<file path="config.mk">
export PLATFORM = sky130hd
export DESIGN_NAME = led_matrix_scan_ctrl
export DESIGN_NICKNAME = d
export VERILOG_FILES = /design/src/rtl/led_matrix_scan_ctrl.sv
export SDC_FILE = /design/constraint.sdc
export NUM_CORES = 1
export LEC_CHECK = 0
export CAP_MARGIN = 40
export CORE_ASPECT_RATIO = 1.2
export CORE_MARGIN = 4
export CORE_UTILIZATION = 61
export DETAILED_ROUTE_END_ITERATION = 8
export PLACE_DENSITY = 0.76
export SLEW_MARGIN = 20
export SYNTH_ARGS = -nofsm -noshare
export SYNTH_HDL_FRONTEND = slang
export SYNTH_SLANG_ARGS = --single-unit
</file>
<file path="constraint.sdc">
create_clock -name clk -period 7.1 [get_ports clk]
set_clock_uncertainty 0.1 [all_clocks]
set_input_delay 1.42 -clock clk [delete_from_list [all_inputs] [get_ports clk]]
set_output_delay 1.42 -clock clk [all_outputs]
set_load 0.005 [all_outputs]
</file>
<file path="src/rtl/led_matrix_scan_ctrl.sv">
// Row-multiplexed LED matrix driver with a double-buffered frame store and tear-free swaps.
// Define MATRIX_PWM_EN to add a 4-bit brightness input that gates the columns during SHOW.
module led_matrix_scan_ctrl #(
    parameter int unsigned ROWS       = 8,
    parameter int unsigned COLS       = 16,
    parameter int unsigned ROW_AW     = 3,
    parameter int unsigned SCAN_DIV   = 1000,
    parameter int unsigned BLANK_CYC  = 4,
    parameter int unsigned ACTIVE_LOW = 1
) (
    input  logic              clk,
    input  logic              rst_n,
    input  logic              wr_en,
    input  logic [ROW_AW-1:0] wr_row,
    input  logic [COLS-1:0]   wr_data,
    input  logic              swap_req,
`ifdef MATRIX_PWM_EN
    input  logic [3:0]        brightness,
`endif
    output logic              swap_ack,
    output logic              frame_start,
    output logic [ROWS-1:0]   output_row,
    output logic [COLS-1:0]   output_col
);

    localparam int unsigned CntMax  = (SCAN_DIV > BLANK_CYC) ? SCAN_DIV : BLANK_CYC;
    localparam int unsigned CntW    = $clog2(CntMax + 1);
    localparam int unsigned RowIdxW = (ROWS > 1) ? $clog2(ROWS) : 1;

    localparam logic [CntW-1:0]   ShowLast  = CntW'(SCAN_DIV - 1);
    localparam logic [CntW-1:0]   BlankLast = CntW'(BLANK_CYC - 1);
    localparam logic [ROW_AW-1:0] RowLast   = ROW_AW'(ROWS - 1);
    localparam logic [ROWS-1:0]   RowOff    = {ROWS{ACTIVE_LOW != 0}};
    localparam logic [COLS-1:0]   ColOff    = {COLS{ACTIVE_LOW != 0}};

    typedef enum logic [0:0] {StBlank, StShow} state_e;

    state_e            state_q, state_d;
    logic [ROW_AW-1:0] row_q, row_d;
    logic [CntW-1:0]   cnt_q, cnt_d;
    logic              front_sel_q, front_sel_d;
    logic              pending_q, pending_d;
    logic [COLS-1:0]   mem_q [2][ROWS];
    logic [COLS-1:0]   mem_d [2][ROWS];
    logic              swap_ack_q, swap_ack_d;
    logic              frame_start_q, frame_start_d;
    logic [ROWS-1:0]   out_row_q, out_row_d;
    logic [COLS-1:0]   out_col_q, out_col_d;

    logic               boundary, do_swap, wr_ok;
    logic [RowIdxW-1:0] wr_idx, rd_idx;
    logic [COLS-1:0]    show_data;
    logic               col_gate;
`ifdef MATRIX_PWM_EN
    logic [3:0]         pwm_q, pwm_d;
`endif

    always_comb begin
        state_d = state_q;
        row_d   = row_q;
        cnt_d   = cnt_q + 1'b1;
        case (state_q)
            StBlank: begin
                if (cnt_q == BlankLast) begin
                    state_d = StShow;
                    cnt_d   = '0;
                end
            end
            StShow: begin
                if (cnt_q == ShowLast) begin
                    state_d = StBlank;
                    cnt_d   = '0;
                    row_d   = (row_q == RowLast) ? '0 : row_q + 1'b1;
                end
            end
            default: begin
                state_d = StBlank;
                cnt_d   = '0;
            end
        endcase

        // Boundary = last SHOW cycle of the last row; a request arriving right here still counts.
        boundary    = (state_q == StShow) && (row_q == RowLast) && (cnt_q == ShowLast);
        do_swap     = boundary && (pending_q || swap_req);
        front_sel_d = front_sel_q ^ do_swap;
        pending_d   = (pending_q || swap_req) && !do_swap;
        swap_ack_d  = do_swap;

        // Writes target the pre-swap back buffer even in the swapping cycle.
        mem_d  = mem_q;
        wr_ok  = wr_en && (32'(wr_row) < ROWS);
        wr_idx = RowIdxW'(wr_row);
        if (wr_ok) begin
            mem_d[~front_sel_q][wr_idx] = wr_data;
        end

        rd_idx        = RowIdxW'(row_d);
        show_data     = mem_q[front_sel_d][rd_idx];
        frame_start_d = (state_d == StShow) && (cnt_d == '0) && (row_d == '0);

`ifdef MATRIX_PWM_EN
        pwm_d    = (state_d == StShow && state_q == StShow) ? pwm_q + 4'd1 : 4'd0;
        col_gate = (pwm_d <= brightness);
`else
        col_gate = 1'b1;
`endif

        if (state_d == StShow) begin
            out_row_d = (ROWS'(1) << row_d) ^ RowOff;
            out_col_d = col_gate ? (show_data ^ ColOff) : ColOff;
        end else begin
            out_row_d = RowOff;
            out_col_d = ColOff;
        end
    end

    always_ff @(posedge clk or negedge rst_n) begin
        if (!rst_n) begin
            state_q       <= StBlank;
            row_q         <= '0;
            cnt_q         <= '0;
            front_sel_q   <= 1'b0;
            pending_q     <= 1'b0;
            mem_q         <= '{default: '0};
            swap_ack_q    <= 1'b0;
            frame_start_q <= 1'b0;
            out_row_q     <= RowOff;
            out_col_q     <= ColOff;
`ifdef MATRIX_PWM_EN
            pwm_q         <= 4'd0;
`endif
        end else begin
            state_q       <= state_d;
            row_q         <= row_d;
            cnt_q         <= cnt_d;
            front_sel_q   <= front_sel_d;
            pending_q     <= pending_d;
            mem_q         <= mem_d;
            swap_ack_q    <= swap_ack_d;
            frame_start_q <= frame_start_d;
            out_row_q     <= out_row_d;
            out_col_q     <= out_col_d;
`ifdef MATRIX_PWM_EN
            pwm_q         <= pwm_d;
`endif
        end
    end

    assign swap_ack    = swap_ack_q;
    assign frame_start = frame_start_q;
    assign output_row  = out_row_q;
    assign output_col  = out_col_q;

endmodule

</file>
Word level (Yosys, flattened, before mapping)
Index checks and enable logic that the tools add are counted.
{ "word_totals": {"out_inout_bits": 26, "regBits": 298, "wordCells": 80, "input_bits": 23} }
{ "op_classes": {"n_mux": 22, "n_reduce_logical": 12, "shift": 1, "n_eq_ne": 3, "order_cmp": 6, "bitwise": 9, "add_sub_neg": 2} }
{ "ops": {"columns": ["cell", "count"], "rows": [
  ["$mux W128", 4],
  ["$bwmux W256", 1],
  ["$demux W128 S1", 1],
  ["$mux W16", 4],
  ["$bmux W16 S3", 1],
  ["$demux W16 S3", 1],
  ["$mux W10", 2],
  ["$pmux W10 S2", 1],
  ["$not A16 Y16", 1],
  ["$add A10 B1 Y10 const B", 1],
  ["$eq A10 B10 Y1 const B", 1],
  ["$eq A10 B2 Y1 const B", 1],
  ["$logic_not A10 Y1", 1],
  ["$mux W3", 3],
  ["$ge A4 B4 Y1 const B", 2],
  ["$logic_and A1 B1 Y1", 8],
  ["$mux W8", 1],
  ["$not A3 Y4", 2],
  ["$not A8 Y8", 1],
  ["$shl A1 B3 Y8 const A", 1],
  ["$ge A2 B2 Y1 const B", 2],
  ["$lt A4 B1 Y1 const B", 1],
  ["$not A1 Y2", 2],
  ["$add A3 B1 Y3 const B", 1],
  ["9 further kinds", 11]
]} }

Depth between registers and ports, before layout
{ "logic_depth": {"depth_word": 14, "depth_mapped": 12, "depth_no_buf": 10} }

Least setup slack after synthesis
No wires, ideal clock.
{ "synth_path": {"path_kind": "input port to flip-flop", "start": "input port swap_req", "end": "register out_col_q[0], in the netlist output_col[0]", "required_time_ns": 6.911, "path_buffers": 2, "stages": 10, "setup_time_ns": 0.089, "setup_slack_ns": 3.573, "arrival_time_ns": 3.338, "path_cell_list": "o211ai_1 or4_1 buf_2 inv_6 xnor2_4 clkinv_2 clkbuf_1 a2111oi_0 a211oi_1 a211oi_1"} }
{ "synth_between": {"elab_chain_cells": 12} }
{ "synth_rtl": {"columns": ["element", "line", "rtl"], "rows": [
  ["start, declared", "16", "input logic swap_req,"],
  ["$logic_or A1 B1 Y1", "84", "do_swap = boundary && (pending_q || swap_req);"],
  ["$logic_and A1 B1 Y1", "84", null],
  ["$xor A1 B1 Y1", "85", "front_sel_d = front_sel_q ^ do_swap;"],
  ["$not A1 Y2 (implied by the code)", "98", "show_data = mem_q[front_sel_d][rd_idx];"],
  ["$mux W128 (implied by the code) (3 in series)", "98", null],
  ["$bmux W16 S3", "98", null],
  ["$mux W16 (implied by the code) (2 in series)", "98", null],
  ["$not A16 Y16 (no line)", null, null],
  ["$mux W16", "108", "if (state_d == StShow) begin"],
  ["net out_col_d[0]", "48", "logic [COLS-1:0] out_col_q, out_col_d;"],
  ["end signal, assigned", "128", "out_col_q <= ColOff;"],
  ["end signal, assigned", "142", "out_col_q <= out_col_d;"],
  ["end, declared", "48", null]
]} }
The timed path passes the listed nets, and every way through them passes these cells. The select of a mux whose other input is x is not followed.
A chain may end at the register's enable or synchronous reset.

Final worst setup path
{ "layout_path": {"start": "input port swap_req", "end": "register out_col_q[13], in the netlist output_col[13]"} }
Same word-level chain as after synthesis.

==> run summary <==
Post-synth net total -> 1281
TritonRoute pass-1 iters -> 5
First-pass GRT wire length -> 55000 um
Total CTS buffers -> 30
Post-synthesis sequential area ratio -> 52.1%
Share of flip-flops with an asynchronous set or reset -> 100%
DR iter-0 viols -> 745
Slew @ Worst Pin -> 0.930 ns
CTS max path bufs -> 3
Total power -> 3860 uW
DRC Markers -> 0
Post-CTS sizing -> 0
Ant diodes -> 0
Area of the multi-input gates -> 6410 um^2
RSZ-0062 raised after global routing -> no
Clk slew on worst S/H paths -> 0.06 ns
Status -> complete, no violations
WP data arrival -> 5.20 ns
Final hold slack -> 0.395 ns
Post-synth cell types -> 55
Number of post-CTS setup repair buffers -> 0
H-tree depth -> 1
Ys flop type -> dfrtp_1
Internal power -> 2990 uW
Worst hold-check path type -> register to register
Routed length per placed instance -> 21.3 um
Synth Area per Inst -> 11.5 um^2
Largest net degree at the start of global routing -> 126
Final Hold Vio Count -> 0
FF+latch area -> 7490 um^2
Post-route setup slack -> 2.27 ns
Via count -> 9984
Height of the chip -> 176 um
CP Class -> input port to register
Yosys Warn Count -> 0
Final Wtd Congestion -> 0.856
Critical path endpoint category -> register
Routed Antenna Nets -> 0
Max Freq -> 0.207 GHz
Post-CTS Hold Buffers -> 0
DRT Wirelength -> 34000 um
Commonest non-fill, non-tap cell in the layout -> dfrtp_1
Slew Viols, Final -> 0
Die area -> 26100 um^2
Vias in the first global route -> 9968
Max-cap violations -> 0
CP Launch Type -> input port
Sequential group share of total power -> 50.6%
WP data required -> 7.47 ns
Post-DP HPWL -> 21000 um
Post-synth EDFFs -> 0
Top Ports -> 49
Sink Count -> 298
Clock Latency Late Sink -> 0.56 ns
Gr usage total -> 26.3%
CTS tree -> done
Peak supply drop -> 0.194 mV
Synthesis-to-layout area growth -> 12.6%
P_sw -> 866 uW
GR Overflow Total -> 0
Most frequent cells in the layout -> dfrtp_1, mux2_2, nand2_1
Layout cell share with drive strength beyond 1 -> 30.2%
Cell count after synthesis -> 1255
Final setup violating endpoints -> 0
Root Driver -> clkbuf_16
Std cell rows -> 61
I/O Buffers -> 48
Post-Place Worst Slack -> 1.81 ns
Slew headroom -> 38.0%
Gate power share -> 7.3%
Setup TNS -> 0 ns
Fin crit share -> 68.0%
Post-layout minimum cycle time -> 4.83 ns
FILL cells -> 1668
Leak Pwr -> 0.00685 uW
DR vias/cell -> 6.26
Synth Register Bits -> 298
Clock network power share -> 42.0%
Placeable Area -> 23200 um^2
Mapped Area -> 14400 um^2
Die width -> 148 um
Power Dens Cells -> 238 nW/um^2
Starting Density -> 62.0%
Initial antenna violation count -> 0
NumNets Final -> 1283
Sw frac -> 22.4%
Peak fanout along the critical path -> 42
-- worst max-delay path, cell delays in order --
cell	delay [ns]
clkdlybuf4s50_1	0.48
o211ai_1	0.09
or4_1	0.47
buf_4	0.28
inv_6	0.30
xnor2_4	0.16
clkinv_2	0.60
buf_12	0.45
a2111oi_0	0.47
a211oi_1	0.11
a211oi_1	0.26
-- state kept, by name, summed over array words and instances, names as in the netlist, 3 cells and up --
name	cells
cnt_q	10
row_q	3
mem_q	256
output_col	16
output_row	8
-- power by group through the flow --
stage | logic, uW | registers (uW) | clock network (uW)
finish | 283 | 1950 | 1620
global route | 316 | 1970 | 1730
CTS | 288 | 1950 | 1650
detailed placement | 286 | 1980 | 0
global placement | 270 | 1970 | 0
floorplan | 197 | 1950 | 0
-- Yosys cell counts (all sizes together) (3+ instances only) --
cell type	count	area [um^2]
a311oi	31	272
ha	3	37.5
xnor2	4	53.8
clkbuf	82	308
nand2b	69	432
and2	3	18.8
dfrtp	274	6860
inv	7	33.8
mux2	256	2880
a21oi	66	330
nand3	8	40.0
nor3	37	190
a31oi	17	106
xor2	6	52.6
nor2	26	100
a2111oi	32	349
buf	25	150
nand2	165	619
a211oi	30	230
and3	35	219
mux2i	19	194
dfstp	24	631
or3	3	18.8
nand4	10	68.8
-- cell families after synthesis --
logic type | synth area share [%]
flops | 52.1
fa+ha+maj | 0.261
xor+xnor | 0.740
mux | 21.4
simple gates | 12.5
buf+inv | 3.46
compound gates | 9.51
-- routing by layer --
metal  track usage, %  vias up  part of all wire (%)
met1             37.9     5111                    44
met5                0        -                     0
li1                 -     4509                     -
met2             41.8      301                    48
met4             7.12        0                   2.4
met3             4.60       63                   5.9
-- per-stage QoR --
step	instances	cell area [um^2]	utilization (%)
after floorplan	1255	14400	-
after global routing	1594	16200	69.8
after detailed placement	1537	15100	65.2
after global placement	1525	15000	64.4
after CTS	1591	16100	69.6
final	1594	16200	69.8
-- layout make-up --
cell class              instances  share of cell area [%]
inverters                       8                   0.240
well taps                     315                    2.43
flip-flops and latches        298                    46.3
repair buffers                 77                    5.09
clock buffers                  48                    5.81
multi-input cells             842                    39.6
clock inverters                 6                   0.533
-- path summary, 6_finish.rpt --
path,from,endpoint,slack (ns),cells after the start
min,mem_q[53],mem_q[53],0.40,1
min reg2reg,mem_q[53],mem_q[53],0.40,1
max reg2reg,cnt_q[0],output_col[12],2.59,11
max,swap_req,output_col[13],2.27,11
max in group asynchronous,rst_n,front_sel_q,4.82,2
min in group asynchronous,rst_n,cnt_q[2],0.83,1
(Power assumes the default switching activity.)
